**src/rtl/instr_fetch_if.sv**
```systemverilog
// Fetch-stage bundle: run control, branch resolution, target-table writes,
// instruction-memory port and decoder-facing outputs.
interface instr_fetch_if #(
    parameter int PC_W = 10
);
    logic            start;
    logic            stall;
    logic            br_taken;
    logic [3:0]      br_idx;
    logic            lut_we;
    logic [3:0]      lut_idx;
    logic [PC_W-1:0] lut_wdata;
    logic [PC_W-1:0] imem_addr;
    logic [8:0]      imem_rdata;
    logic [8:0]      instr;
    logic            instr_valid;
    logic [PC_W-1:0] pc;
    logic            done;
    logic [15:0]     br_count;

    modport master (
        input  start, stall, br_taken, br_idx, lut_we, lut_idx, lut_wdata, imem_rdata,
        output imem_addr, instr, instr_valid, pc, done, br_count
    );

    modport slave (
        output start, stall, br_taken, br_idx, lut_we, lut_idx, lut_wdata, imem_rdata,
        input  imem_addr, instr, instr_valid, pc, done, br_count
    );
endinterface

```
**src/rtl/instr_fetch.sv**
```systemverilog
// Instruction fetch stage: PC, 16-entry jump-target table, IDLE/RUN/HALT control.
// Optional taken-branch counter enabled with `define INSTR_FETCH_BR_COUNT_EN.
module instr_fetch #(
    parameter int              PC_W     = 10,
    parameter logic [PC_W-1:0] RESET_PC = '0,
    parameter logic [8:0]      HALT_OP  = 9'h1FF
) (
    input logic           clk,
    input logic           rst_n,
    instr_fetch_if.master bus
);
    // state  | meaning
    // S_IDLE | waiting for start, pc held, no valid instruction
    // S_RUN  | fetching one word per unstalled cycle
    // S_HALT | halt word retired, pc frozen, done asserted
    typedef enum logic [1:0] {S_IDLE, S_RUN, S_HALT} state_t;

    state_t          state;
    logic [PC_W-1:0] pc_q;
    logic [8:0]      instr_q;
    logic            valid_q;
    logic            done_q;
    logic [PC_W-1:0] lut [16];

    assign bus.imem_addr   = pc_q;
    assign bus.pc          = pc_q;
    assign bus.instr       = instr_q;
    assign bus.instr_valid = valid_q;
    assign bus.done        = done_q;

    always_ff @(posedge clk) begin
        if (!rst_n) begin
            state   <= S_IDLE;
            pc_q    <= RESET_PC;
            instr_q <= '0;
            valid_q <= 1'b0;
            done_q  <= 1'b0;
            for (int i = 0; i < 16; i++) lut[i] <= '0;
        end else begin
            if (bus.lut_we) lut[bus.lut_idx] <= bus.lut_wdata;

            if (bus.start) begin
                state   <= S_RUN;
                pc_q    <= RESET_PC;
                valid_q <= 1'b0;
                done_q  <= 1'b0;
            end else begin
                case (state)
                    S_IDLE: valid_q <= 1'b0;
                    S_RUN: begin
                        if (!bus.stall) begin
                            instr_q <= bus.imem_rdata;
                            // taken branch: the word captured now is the wrong-path fall-through
                            if (bus.br_taken) begin
                                pc_q    <= lut[bus.br_idx];
                                valid_q <= 1'b0;
                            end else begin
                                pc_q    <= pc_q + 1'b1;
                                valid_q <= 1'b1;
                                if (bus.imem_rdata == HALT_OP) state <= S_HALT;
                            end
                        end
                    end
                    S_HALT: begin
                        valid_q <= 1'b0;
                        done_q  <= 1'b1;
                    end
                    default: state <= S_IDLE;
                endcase
            end
        end
    end

`ifdef INSTR_FETCH_BR_COUNT_EN
    logic [15:0] br_cnt_q;

    always_ff @(posedge clk) begin
        if (!rst_n || bus.start) begin
            br_cnt_q <= '0;
        end else if (state == S_RUN && !bus.stall && bus.br_taken && br_cnt_q != 16'hFFFF) begin
            br_cnt_q <= br_cnt_q + 16'd1;
        end
    end

    assign bus.br_count = br_cnt_q;
`else
    assign bus.br_count = '0;
`endif

endmodule

```
**src/flat_wrapper.sv**
```systemverilog
// flat-port wrapper written by rule: the top's interface ports become plain ports
module instr_fetch_flat 
#(
    parameter int              PC_W     = 10,
    parameter logic [PC_W-1:0] RESET_PC = '0,
    parameter logic [8:0]      HALT_OP  = 9'h1FF
)
  (clk, rst_n, bus_start, bus_stall, bus_br_taken, bus_br_idx, bus_lut_we, bus_lut_idx, bus_lut_wdata, bus_imem_rdata, bus_imem_addr, bus_instr, bus_instr_valid, bus_pc, bus_done, bus_br_count);
  instr_fetch_if #(.PC_W(PC_W)) bus_i ();
  input logic clk;
  input logic rst_n;
  input wire logic [$bits(bus_i.start)-1:0] bus_start;
  input wire logic [$bits(bus_i.stall)-1:0] bus_stall;
  input wire logic [$bits(bus_i.br_taken)-1:0] bus_br_taken;
  input wire logic [$bits(bus_i.br_idx)-1:0] bus_br_idx;
  input wire logic [$bits(bus_i.lut_we)-1:0] bus_lut_we;
  input wire logic [$bits(bus_i.lut_idx)-1:0] bus_lut_idx;
  input wire logic [$bits(bus_i.lut_wdata)-1:0] bus_lut_wdata;
  input wire logic [$bits(bus_i.imem_rdata)-1:0] bus_imem_rdata;
  output wire logic [$bits(bus_i.imem_addr)-1:0] bus_imem_addr;
  output wire logic [$bits(bus_i.instr)-1:0] bus_instr;
  output wire logic [$bits(bus_i.instr_valid)-1:0] bus_instr_valid;
  output wire logic [$bits(bus_i.pc)-1:0] bus_pc;
  output wire logic [$bits(bus_i.done)-1:0] bus_done;
  output wire logic [$bits(bus_i.br_count)-1:0] bus_br_count;
  assign bus_i.start = bus_start;
  assign bus_i.stall = bus_stall;
  assign bus_i.br_taken = bus_br_taken;
  assign bus_i.br_idx = bus_br_idx;
  assign bus_i.lut_we = bus_lut_we;
  assign bus_i.lut_idx = bus_lut_idx;
  assign bus_i.lut_wdata = bus_lut_wdata;
  assign bus_i.imem_rdata = bus_imem_rdata;
  assign bus_imem_addr = bus_i.imem_addr;
  assign bus_instr = bus_i.instr;
  assign bus_instr_valid = bus_i.instr_valid;
  assign bus_pc = bus_i.pc;
  assign bus_done = bus_i.done;
  assign bus_br_count = bus_i.br_count;
  instr_fetch #(.PC_W(PC_W), .RESET_PC(RESET_PC), .HALT_OP(HALT_OP)) u_core (.clk(clk), .rst_n(rst_n), .bus(bus_i));
endmodule
```
**config.mk**
```make
export PLATFORM = sky130hd
export DESIGN_NAME = instr_fetch_flat
export DESIGN_NICKNAME = d
export VERILOG_FILES = /design/src/rtl/instr_fetch_if.sv /design/src/rtl/instr_fetch.sv /design/src/flat_wrapper.sv
export SDC_FILE = /design/constraint.sdc
export NUM_CORES = 1
export LEC_CHECK = 0
export ABC_AREA = 1
export CELL_PAD_IN_SITES_DETAIL_PLACEMENT = 1
export CELL_PAD_IN_SITES_GLOBAL_PLACEMENT = 2
export CORE_MARGIN = 1
export CORE_UTILIZATION = 38
export CTS_CLUSTER_SIZE = 8
export DETAILED_ROUTE_END_ITERATION = 10
export PLACE_DENSITY = 0.91
export SLEW_MARGIN = 25
export SYNTH_ARGS = -nofsm -noshare
export SYNTH_HDL_FRONTEND = slang
export SYNTH_SLANG_ARGS = --single-unit
export TNS_END_PERCENT = 100
```
**constraint.sdc**
```tcl
create_clock -name clk -period 5 [get_ports clk]
set_input_delay 0.75 -clock clk [delete_from_list [all_inputs] [get_ports clk]]
set_output_delay 0.75 -clock clk [all_outputs]
set_load 0.01 [all_outputs]
```
==> summary.md, run 1 <==
| Metric | Value |
|---|---|
| Core Region | 22,700 um2 |
| CTS Buf Count | 17 |
| Die height | 154 um |
| Setup TNS | 0 ns |
| Synth warn | 0 |
| Std cell rows | 55 |
| N_diodes | 0 |
| Routed len/inst | 18.8 um |
| Met1 GRT Util | 29.7% |
| Max Freq | 317 MHz |
| Worst Hold Slack | 0.489 ns |
| Switch share | 25.8% |
| Largest net degree at the start of global routing | 85 |
| Antenna violations before repair | 0 |
| Average cell area after synthesis | 8.72 um2 |
| GRT Util Overall | 21.7% |
| Met2 Resource Use GR | 34.9% |
| Max-slew violation count | 0 |
| Yosys cell types | 25 |
| Initial DRC Count | 595 |
| Final Hold Vio Count | 0 |
| Int Power | 2530 uW |
| Detailed placer's ending HPWL | 16,700 um |
| Residual DRC | 0 |
| Routed Wire Length | 24,800 um |
| Detail Route Antenna Nets | 0 |
| Slew HR | 33.9% |
| PostCTS Resize Cnt | 0 |
| Clock Skew | 0.0176 ns |
| Sink Count | 183 |
| Worst-path clk slew | 0.07 ns |
| Post CTS Setup Buffer Count | 0 |
| Worst EP arrival | 3.23 ns |
| Clock latency on the worst-skew pair | 0.44 ns |
| CTS tree | yes |
| Flop pwr share | 51.8% |
| Power per cell area | 343 nW/um2 |
| Overflow after GRT | 0 |
| Async set or reset register ratio after synthesis | 0% |
| Total iterations of the first detailed-routing run | 5 |
| Top cells by area, synth | edfxtp_1, nand2_1, nor2_1 |
| Sw power | 880 uW |
| Layout cell share with drive strength beyond 1 | 4.05% |
| Ys flop type | edfxtp_1 |
| Port buffer count | 63 |
| Synth top area share | 54.5% |
| Vias in the first global route | 6,669 |
| Final critical-path share of the clock period | 63.0% |
| P_leak | 0.00412 uW |
| Vias per std cell | 5.04 |
| RD Place Congestion | 0.822 |
| Htree depth | 4 |
| Initial core utilization | 38.8% |
| Vias | 6,662 |
| Outcome | completed |
| Clock buffer depth | 2 |
| CP endpoint kind | flop |
| Nets@finish | 1,058 |
| Critical path class | in -> reg |
| Post-Synthesis Cells | 1,011 |
| Critical path fanouts, max | 11 |
| Die area | 23,800 um2 |
| Top-count cell post-synth | nand2_1 |
| Clk network pwr share | 38.7% |
| Post-synthesis register bit count | 183 |
| Synth cell count leaders | nand2_1, nor2_1, edfxtp_1 |
| Chip Width | 154 um |
| Root Buffer | clkbuf_16 |
| Hold Path Class | reg -> reg |
| Post-synthesis sequential area ratio | 59.7% |
| CP startpoint kind | input pin |
| Unrepaired setup endpoints after global routing | false |
| Slew @ Worst Pin | 0.985 ns |
| CTS Hold Bufs | 0 |
| Max-Cap Viols | 0 |
| Post-synth EDFFs | 160 |
| Peak VDD IR | 211 uV |
| Boundary Pins | 80 |
| Required @ worst endpoint | 5.08 ns |
| Gr busiest metal | met2 |
| Cell taking the most area after synthesis | edfxtp_1 |
| Min Tclk post-route | 3.15 ns |
| Area growth syn-to-layout | 12.9% |
| Mapped Area | 8810 um2 |
| M3 GR Usage | 2.97% |
| Endpoints failing setup | 0 |
| Combinational group share of total power | 9.5% |
| First-pass GRT wire length | 38,400 um |
[cell usage in the layout (no fill, tap or decap), types with 4 or more instances in the layout]
master / n
a21oi_1: 19
buf_4: 5
clkbuf_16: 17
clkdlybuf4s50_1: 61
clkinv_2: 4
conb_1: 16
dfxtp_1: 23
edfxtp_1: 160
inv_1: 93
inv_6: 5
nand2_1: 239
nand3_1: 97
nor2_1: 223
nor3_1: 6
o211ai_1: 8
o21ai_0: 36
[metal layers]
layer | share of wire (%) | up-vias
met5 | 0 | -
met4 | 2.2 | 0
met3 | 4.1 | 38
met2 | 47 | 208
met1 | 47 | 3183
li1 | - | 3233
[worst max-delay path, stage by stage]
cell,delay [ns]
clkdlybuf4s50_1,0.57
nand2_1,0.15
nor3_1,0.77
nand2_1,0.48
nand2_1,0.50
[state kept, by name, summed over array words and instances (netlist names)]
signal and count:
u_core.lut 160, u_core.bus.imem_addr 10, u_core.bus.instr 9, u_core.state 2, u_core.bus.done 1, u_core.bus.instr_valid 1
[path summary, 6_finish.rpt]
path,from,endpoint,slack (ns),depth (start not counted)
hold / removal,u_core.state[1]$_SDFFE_PP0P_,u_core.state[1]$_SDFFE_PP0P_,0.49,2
hold reg to reg,u_core.state[1]$_SDFFE_PP0P_,u_core.state[1]$_SDFFE_PP0P_,0.49,2
setup / recovery,rst_n,u_core.lut[3][6]$_SDFFCE_PN0P_,1.85,5
setup reg to reg,u_core.state[0]$_SDFFE_PN0P_,u_core.bus.instr[0]$_SDFFE_PN0P_,2.75,9
[power by group through the flow]
stage | clock [uW] | sequential [uW] | combinational [uW]
final | 1320 | 1770 | 323
after global routing | 1370 | 1780 | 355
after CTS | 1330 | 1770 | 323
after detailed placement | 0 | 1800 | 321
after global placement | 0 | 1800 | 316
after floorplan | 0 | 1790 | 204
[logic make-up after synthesis]
group / Yosys count / share of synthesized area (%)
flip-flops: 183 / 59.7
adder cells (fa/ha/maj): 1 / 0.142
AND/OR/NAND/NOR: 570 / 25.9
buffers and inverters: 186 / 9.82
XOR/XNOR: 3 / 0.298
other: 1 / 0.0425
AO/OA/AOI/OAI: 67 / 4.07
[metrics by stage]
stage | power (uW) | std cells | setup WS (ns) | instance area, um2 | util (%)
5_1_grt | 3500 | 1322 | 1.75 | 9950 | 43.8
2_1_floorplan | 2000 | 1026 | 2.89 | 8870 | -
4_1_cts | 3420 | 1322 | 1.89 | 9950 | 43.8
6_report | 3410 | 1322 | 1.85 | 9950 | 43.8
3_5_place_dp | 2120 | 1290 | 1.45 | 9380 | 41.3
3_3_place_gp | 2110 | 1290 | 1.50 | 9380 | 41.3
[final cells by class]
| type | instances | area (um2) |
|---|---|---|
| fillers | 2656 | 12800 |
| multi-input cells | 657 | 2740 |
| clock inverters | 15 | 141 |
| inverters | 97 | 365 |
| flip-flops and latches | 183 | 5270 |
| clock buffers | 17 | 425 |
| well taps | 285 | 357 |
| repair buffers | 68 | 658 |
No activity file was read; power rests on OpenSTA's default activity.
==> run 2: changes to the inputs <==
CORE_UTILIZATION = 32   (was 38)
PLACE_DENSITY = 0.83   (was 0.91)
clock period = 2.6 ns   (was 5 ns; I/O delays follow)
==> run 2 against run 1 <==
Against the previous run: sequential share of layout area down 2.1 points; via count rose by 3.8%; worst hold slack lost 0.0033 ns; count of clock-buffer cells in the layout grew 1; flip-flop and latch count is the same.
==> summary.md, run 2 (same netlist as run 1, synthesis figures left out) <==
| Metric | Value |
|---|---|
| R2r endpoint | u_core.bus.imem_addr[8]$_SDFFE_PP0P_ |
| Worst EP arrival | 2.39 ns |
| Outcome | completed |
| Worst reg2reg startpoint | u_core.bus.imem_addr[0]$_SDFFE_PP0P_ |
| Die height | 168 um |
| Slew HR | 50.4% |
| Worst hold stages | 2 |
| Most flops, register | u_core.lut |
| Cell Chain, Critical Path | clkdlybuf4s50_1 > nand2_1 > nor3_1 > nand2_1 > nand2_1 |
| Required @ worst endpoint | 2.68 ns |
| CP endpoint kind | flop |
| Area growth syn-to-layout | 17.5% |
| Power, Total | 6710 uW |
| WP buf/inv | 1 |
| CTS Hold Bufs | 0 |
| CP startpoint kind | input pin |
| Initial DRC Count | 446 |
| Unrepaired setup endpoints after global routing | false |
| Std cell rows | 60 |
| Post CTS Setup Buffer Count | 0 |
| Htree depth | 4 |
| Setup TNS | 0 ns |
| Critical path class | in -> reg |
| Crit-path max cell delay | 0.64 ns |
| Die area | 28,200 um2 |
| Residual DRC | 0 |
| Vias in the first global route | 6,885 |
| Final critical-path share of the clock period | 89.0% |
| N_diodes | 0 |
| First-pass GRT wire length | 39,700 um |
| DP Cell Count | 1,383 |
| Vias | 6,912 |
| Post-Route M1 WL | 12,000 um |
| RD Place Congestion | 0.796 |
| Power per cell area | 647 nW/um2 |
| Total iterations of the first detailed-routing run | 5 |
| Layout cell share with drive strength beyond 1 | 7.26% |
| Slowest cell on the critical path | clkdlybuf4s50_1 |
| Clock buffer depth | 2 |
| Most used cell, CP | nand2_1 |
| Chip Width | 168 um |
| Routed Wire Length | 25,500 um |
| Post-route design area | 10,400 um2 |
| Routed len/inst | 18.0 um |
| Max FFs per register | 160 |
| Detail Route Antenna Nets | 0 |
| Max Freq | 432 MHz |
| CTS tree | yes |
| Crit. Startpoint | rst_n |
| Critical path fanouts, max | 10 |
| Worst R2R Setup Slack | 0.84 ns |
| Detailed placer's ending HPWL | 16,900 um |
| Overflow after GRT | 0 |
| PnR worst setup slack | 0.286 ns |
| CTS Buf Count | 17 |
| Final Hold Vio Count | 0 |
| Hold Path Class | reg -> reg |
| P_leak | 0.00431 uW |
| Boundary Pins | 80 |
| Root Buffer | clkbuf_16 |
| Vias per std cell | 4.88 |
| GRT Util Overall | 18.9% |
| Peak VDD IR | 363 uV |
| DR top layer | met4 |
| Endpoints failing setup | 0 |
| Max-slew violation count | 0 |
| Slew @ Worst Pin | 0.742 ns |
| Initial core utilization | 32.7% |
| Antenna violations before repair | 0 |
| Commonest non-fill, non-tap cell in the layout | nand2_1 |
| Setup slack at placement | -0.0848 ns |
| Hold path endpoint | u_core.bus.done$_SDFFE_PP0N_ |
| Max-Cap Viols | 0 |
| Routed met2 length | 12,100 um |
| Clock Skew | 0.0161 ns |
| Largest net degree at the start of global routing | 85 |
| Reg2Reg Depth | 9 |
| Placed instance area | 9770 um2 |
| Crit-path leading delay family | simple AND/OR/NAND/NOR gates |
| Min Tclk post-route | 2.31 ns |
| Clock latency on the worst-skew pair | 0.45 ns |
| Commonest non-fill, non-tap cells in the layout | nand2_1, nor2_1, edfxtp_1 |
| Nets@finish | 1,095 |
| Hold path start | u_core.bus.done$_SDFFE_PP0N_ |
| Core Region | 27,000 um2 |
| Post-Layout Cell Count | 1,415 |
| Met3 WL | 974 um |
| Sink Count | 183 |
| Port buffer count | 63 |
| PostCTS Resize Cnt | 0 |
| Worst-path clk slew | 0.07 ns |
run 2: cell types whose count changed in the layout (fill, tap and decap cells not counted), moves of 2 or more:
cell,before,now
buf_4,5,39
buf_12,0,3
clkinv_2,4,1
clkinv_4,0,2
inv_8,3,1
run 2: per-layer routing:
layer | vias to the layer above | GRT usage [%]
met1 | 3422 | 25.4
met5 | - | 0
met4 | 0 | 5.62
met2 | 151 | 31.4
met3 | 28 | 3.01
li1 | 3311 | -
run 2: layout make-up:
type | count | area, um2
fillers | 3135 | 16600
multi-input cells | 657 | 2740
flip-flops and latches | 183 | 5270
inverters | 97 | 364
clock inverters | 14 | 161
well taps | 341 | 427
clock buffers | 18 | 429
repair buffers | 105 | 973
run 2: metrics by stage:
| stage | hold WS [ns] | utilization [%] |
|---|---|---|
| finish | 0.486 | 38.4 |
| global route | 0.524 | 38.4 |
| CTS | 0.496 | 38.4 |
| detailed placement | 0.479 | 36.2 |
| global placement | 0.459 | 36.2 |
| floorplan | 0.457 | - |
run 2: power breakdown:
group          leakage [uW]  switching [uW]  internal (uW)
logic               0.00231             450            205
registers           0.00171            49.2           3340
clock network      0.000285            1220           1440
total               0.00431            1710           4990
run 2: worst min-delay path, cell delays in order, from the launching register on:
cell and delay, ns:
dfxtp_1 0.34, a21oi_1 0.05, nor2_1 0.07
run 2: worst max-delay path by stage:
stage / end / slack, ns / cells after the start
6_report: u_core.lut[15][6]$_SDFFCE_PN0P_ / 0.29 / 5
5_1_grt: u_core.lut[11][0]$_SDFFCE_PN0P_ / 0.23 / 5
4_1_cts: u_core.lut[15][7]$_SDFFCE_PN0P_ / 0.31 / 5
3_5_place_dp: u_core.lut[11][8]$_SDFFCE_PN0P_ / -0.08 / 5
3_3_place_gp: u_core.lut[11][8]$_SDFFCE_PN0P_ / -0.08 / 5
2_1_floorplan: u_core.lut[12][0]$_SDFFCE_PN0P_ / 0.85 / 6
==> run 3: changes to the inputs <==
clock period = 2.1 ns   (was 2.6 ns; I/O delays follow)
==> run 3 against run 2 <==
Against the previous run: routed wire length is 3.1% higher; largest cell class unchanged; clock power is 17% higher; critical path type unchanged; highest routed layer unchanged; flip-flop and latch count stayed put; clock skew is 0.0076 ns lower.
==> summary.md, run 3 (same netlist as run 1, synthesis figures left out) <==
| Metric | Value |
|---|---|
| Outcome | completed |
| Vias | 7,025 |
| Most flops, register | u_core.lut |
| Crit-path leading delay family | buffers and inverters |
| N_diodes | 0 |
| Layout cell share with drive strength beyond 1 | 9.20% |
| Initial core utilization | 32.7% |
| Max FFs per register | 160 |
| Max Freq | 552 MHz |
| Worst reg2reg startpoint | u_core.bus.imem_addr[0]$_SDFFE_PP0P_ |
| First-pass GRT wire length | 40,900 um |
| Hold path endpoint | u_core.bus.instr[2]$_SDFFE_PN0P_ |
| Min Tclk post-route | 1.81 ns |
| Slowest cell on the critical path | clkdlybuf4s50_1 |
| Total iterations of the first detailed-routing run | 5 |
| DP Cell Count | 1,407 |
| Std cell rows | 60 |
| Worst hold stages | 3 |
| WP buf/inv | 4 |
| Detailed placer's ending HPWL | 17,800 um |
| Die height | 168 um |
| Hold Path Class | in -> reg |
| Worst EP arrival | 2.17 ns |
| Sink Count | 183 |
| Boundary Pins | 80 |
| Clock buffer depth | 2 |
| R2r endpoint | u_core.bus.imem_addr[8]$_SDFFE_PP0P_ |
| Worst Hold Slack | 0.448 ns |
| GRT Util Overall | 19.4% |
| Chip Width | 168 um |
| Final Hold Vio Count | 0 |
| Unrepaired setup endpoints after global routing | false |
| Commonest non-fill, non-tap cells in the layout | nand2_1, nor2_1, edfxtp_1 |
| Clock Skew | 0.00847 ns |
| Crit-path max cell delay | 0.62 ns |
| PostCTS Resize Cnt | 0 |
| Vias in the first global route | 7,085 |
| Worst-path clk slew | 0.08 ns |
| Critical path fanouts, max | 26 |
| Detail Route Antenna Nets | 0 |
| Reg2Reg Depth | 9 |
| Max-Cap Viols | 0 |
| Endpoints failing setup | 0 |
| Setup TNS | 0 ns |
| Post CTS Setup Buffer Count | 0 |
| Residual DRC | 0 |
| Antenna violations before repair | 0 |
| CTS Buf Count | 17 |
| P_leak | 0.00449 uW |
| Power per cell area | 768 nW/um2 |
| Root Buffer | clkbuf_16 |
| Largest net degree at the start of global routing | 51 |
| Core Region | 27,000 um2 |
| RD Place Congestion | 0.810 |
| Nets@finish | 1,119 |
| Initial DRC Count | 572 |
| Post-Layout Cell Count | 1,439 |
| Peak VDD IR | 446 uV |
| Commonest non-fill, non-tap cell in the layout | nand2_1 |
| CTS tree | yes |
| Clock latency on the worst-skew pair | 0.44 ns |
| Required @ worst endpoint | 2.46 ns |
| Port buffer count | 63 |
| Overflow after GRT | 0 |
| Critical path class | in -> reg |
| CP endpoint kind | flop |
| Die area | 28,200 um2 |
| Hold path start | bus_imem_rdata[2] |
| Worst R2R Setup Slack | 0.34 ns |
| Final critical-path share of the clock period | 86.2% |
| Area growth syn-to-layout | 21.3% |
| Vias per std cell | 4.88 |
| Routed Wire Length | 26,200 um |
| CTS Hold Bufs | 0 |
| CP Depth | 6 |
| Max-slew violation count | 0 |
| CP startpoint kind | input pin |
| Routed len/inst | 18.2 um |
| Htree depth | 4 |
| Cell Chain, Critical Path | clkdlybuf4s50_1 > buf_4 > inv_1 > nor2_1 > clkinv_1 > a21oi_1 |
## run 3: changes by cell type in the layout (fill, tap and decap cells not counted), moves of 4 or more
cell,delta
inv_6,-4
inv_8,+4
buf_12,+14
buf_4,+10
## run 3: metal layers
layer | vias to the layer above | global-route usage (%) | wire, um
met5 | - | 0 | 0
met4 | 0 | 7.26 | 731
met3 | 37 | 2.73 | 1240
met2 | 204 | 31.7 | 12300
met1 | 3428 | 26.2 | 11900
li1 | 3356 | - | -
## run 3: worst max-delay path by stage
stage,from,endpoint,slack (ns)
finish,rst_n,u_core.bus.imem_addr[3]$_SDFFE_PP0P_,0.29
global route,u_core.bus.imem_addr[0]$_SDFFE_PP0P_,u_core.bus.imem_addr[8]$_SDFFE_PP0P_,0.16
CTS,u_core.bus.imem_addr[0]$_SDFFE_PP0P_,bus_pc[0],0.28
detailed placement,rst_n,u_core.bus.imem_addr[3]$_SDFFE_PP0P_,-0.15
global placement,rst_n,u_core.bus.imem_addr[3]$_SDFFE_PP0P_,-0.1
floorplan,rst_n,u_core.lut[12][0]$_SDFFCE_PN0P_,0.42
## run 3: power by group
part,internal [uW],leakage (uW),switching [uW]
combinational,321,0.00249,583
clock,1580,0.000279,1520
sequential,4140,0.00171,62.9
## run 3: worst reg2reg max path, stage by stage, from the launching register on
cell and delay [ns]:
dfxtp_1 0.46, ha_1 0.21, nand2_1 0.08, nor2_1 0.27, nand2_1 0.13, o21ai_0 0.17, nand3_1 0.12, nand2_1 0.08
nand2_1 0.07, a21oi_1 0.12
## run 3: through the flow
stage,instance area (um2),power (uW),utilization (%),setup WS [ns]
after global routing,10700,8500,39.7,0.162
after global placement,10100,5160,37.6,-0.0969
final,10700,8210,39.7,0.289
after detailed placement,10100,5190,37.6,-0.151
after CTS,10700,8270,39.7,0.281
after floorplan,8870,4750,-,0.423
## run 3: cell type report
cell class | count | area, um2
clock inverter | 13 | 131
inverter | 97 | 364
fill | 3128 | 16300
multi-input combinational | 657 | 2740
timing repair buffer | 129 | 1330
clock buffer | 19 | 433
tap | 341 | 427
sequential | 183 | 5270
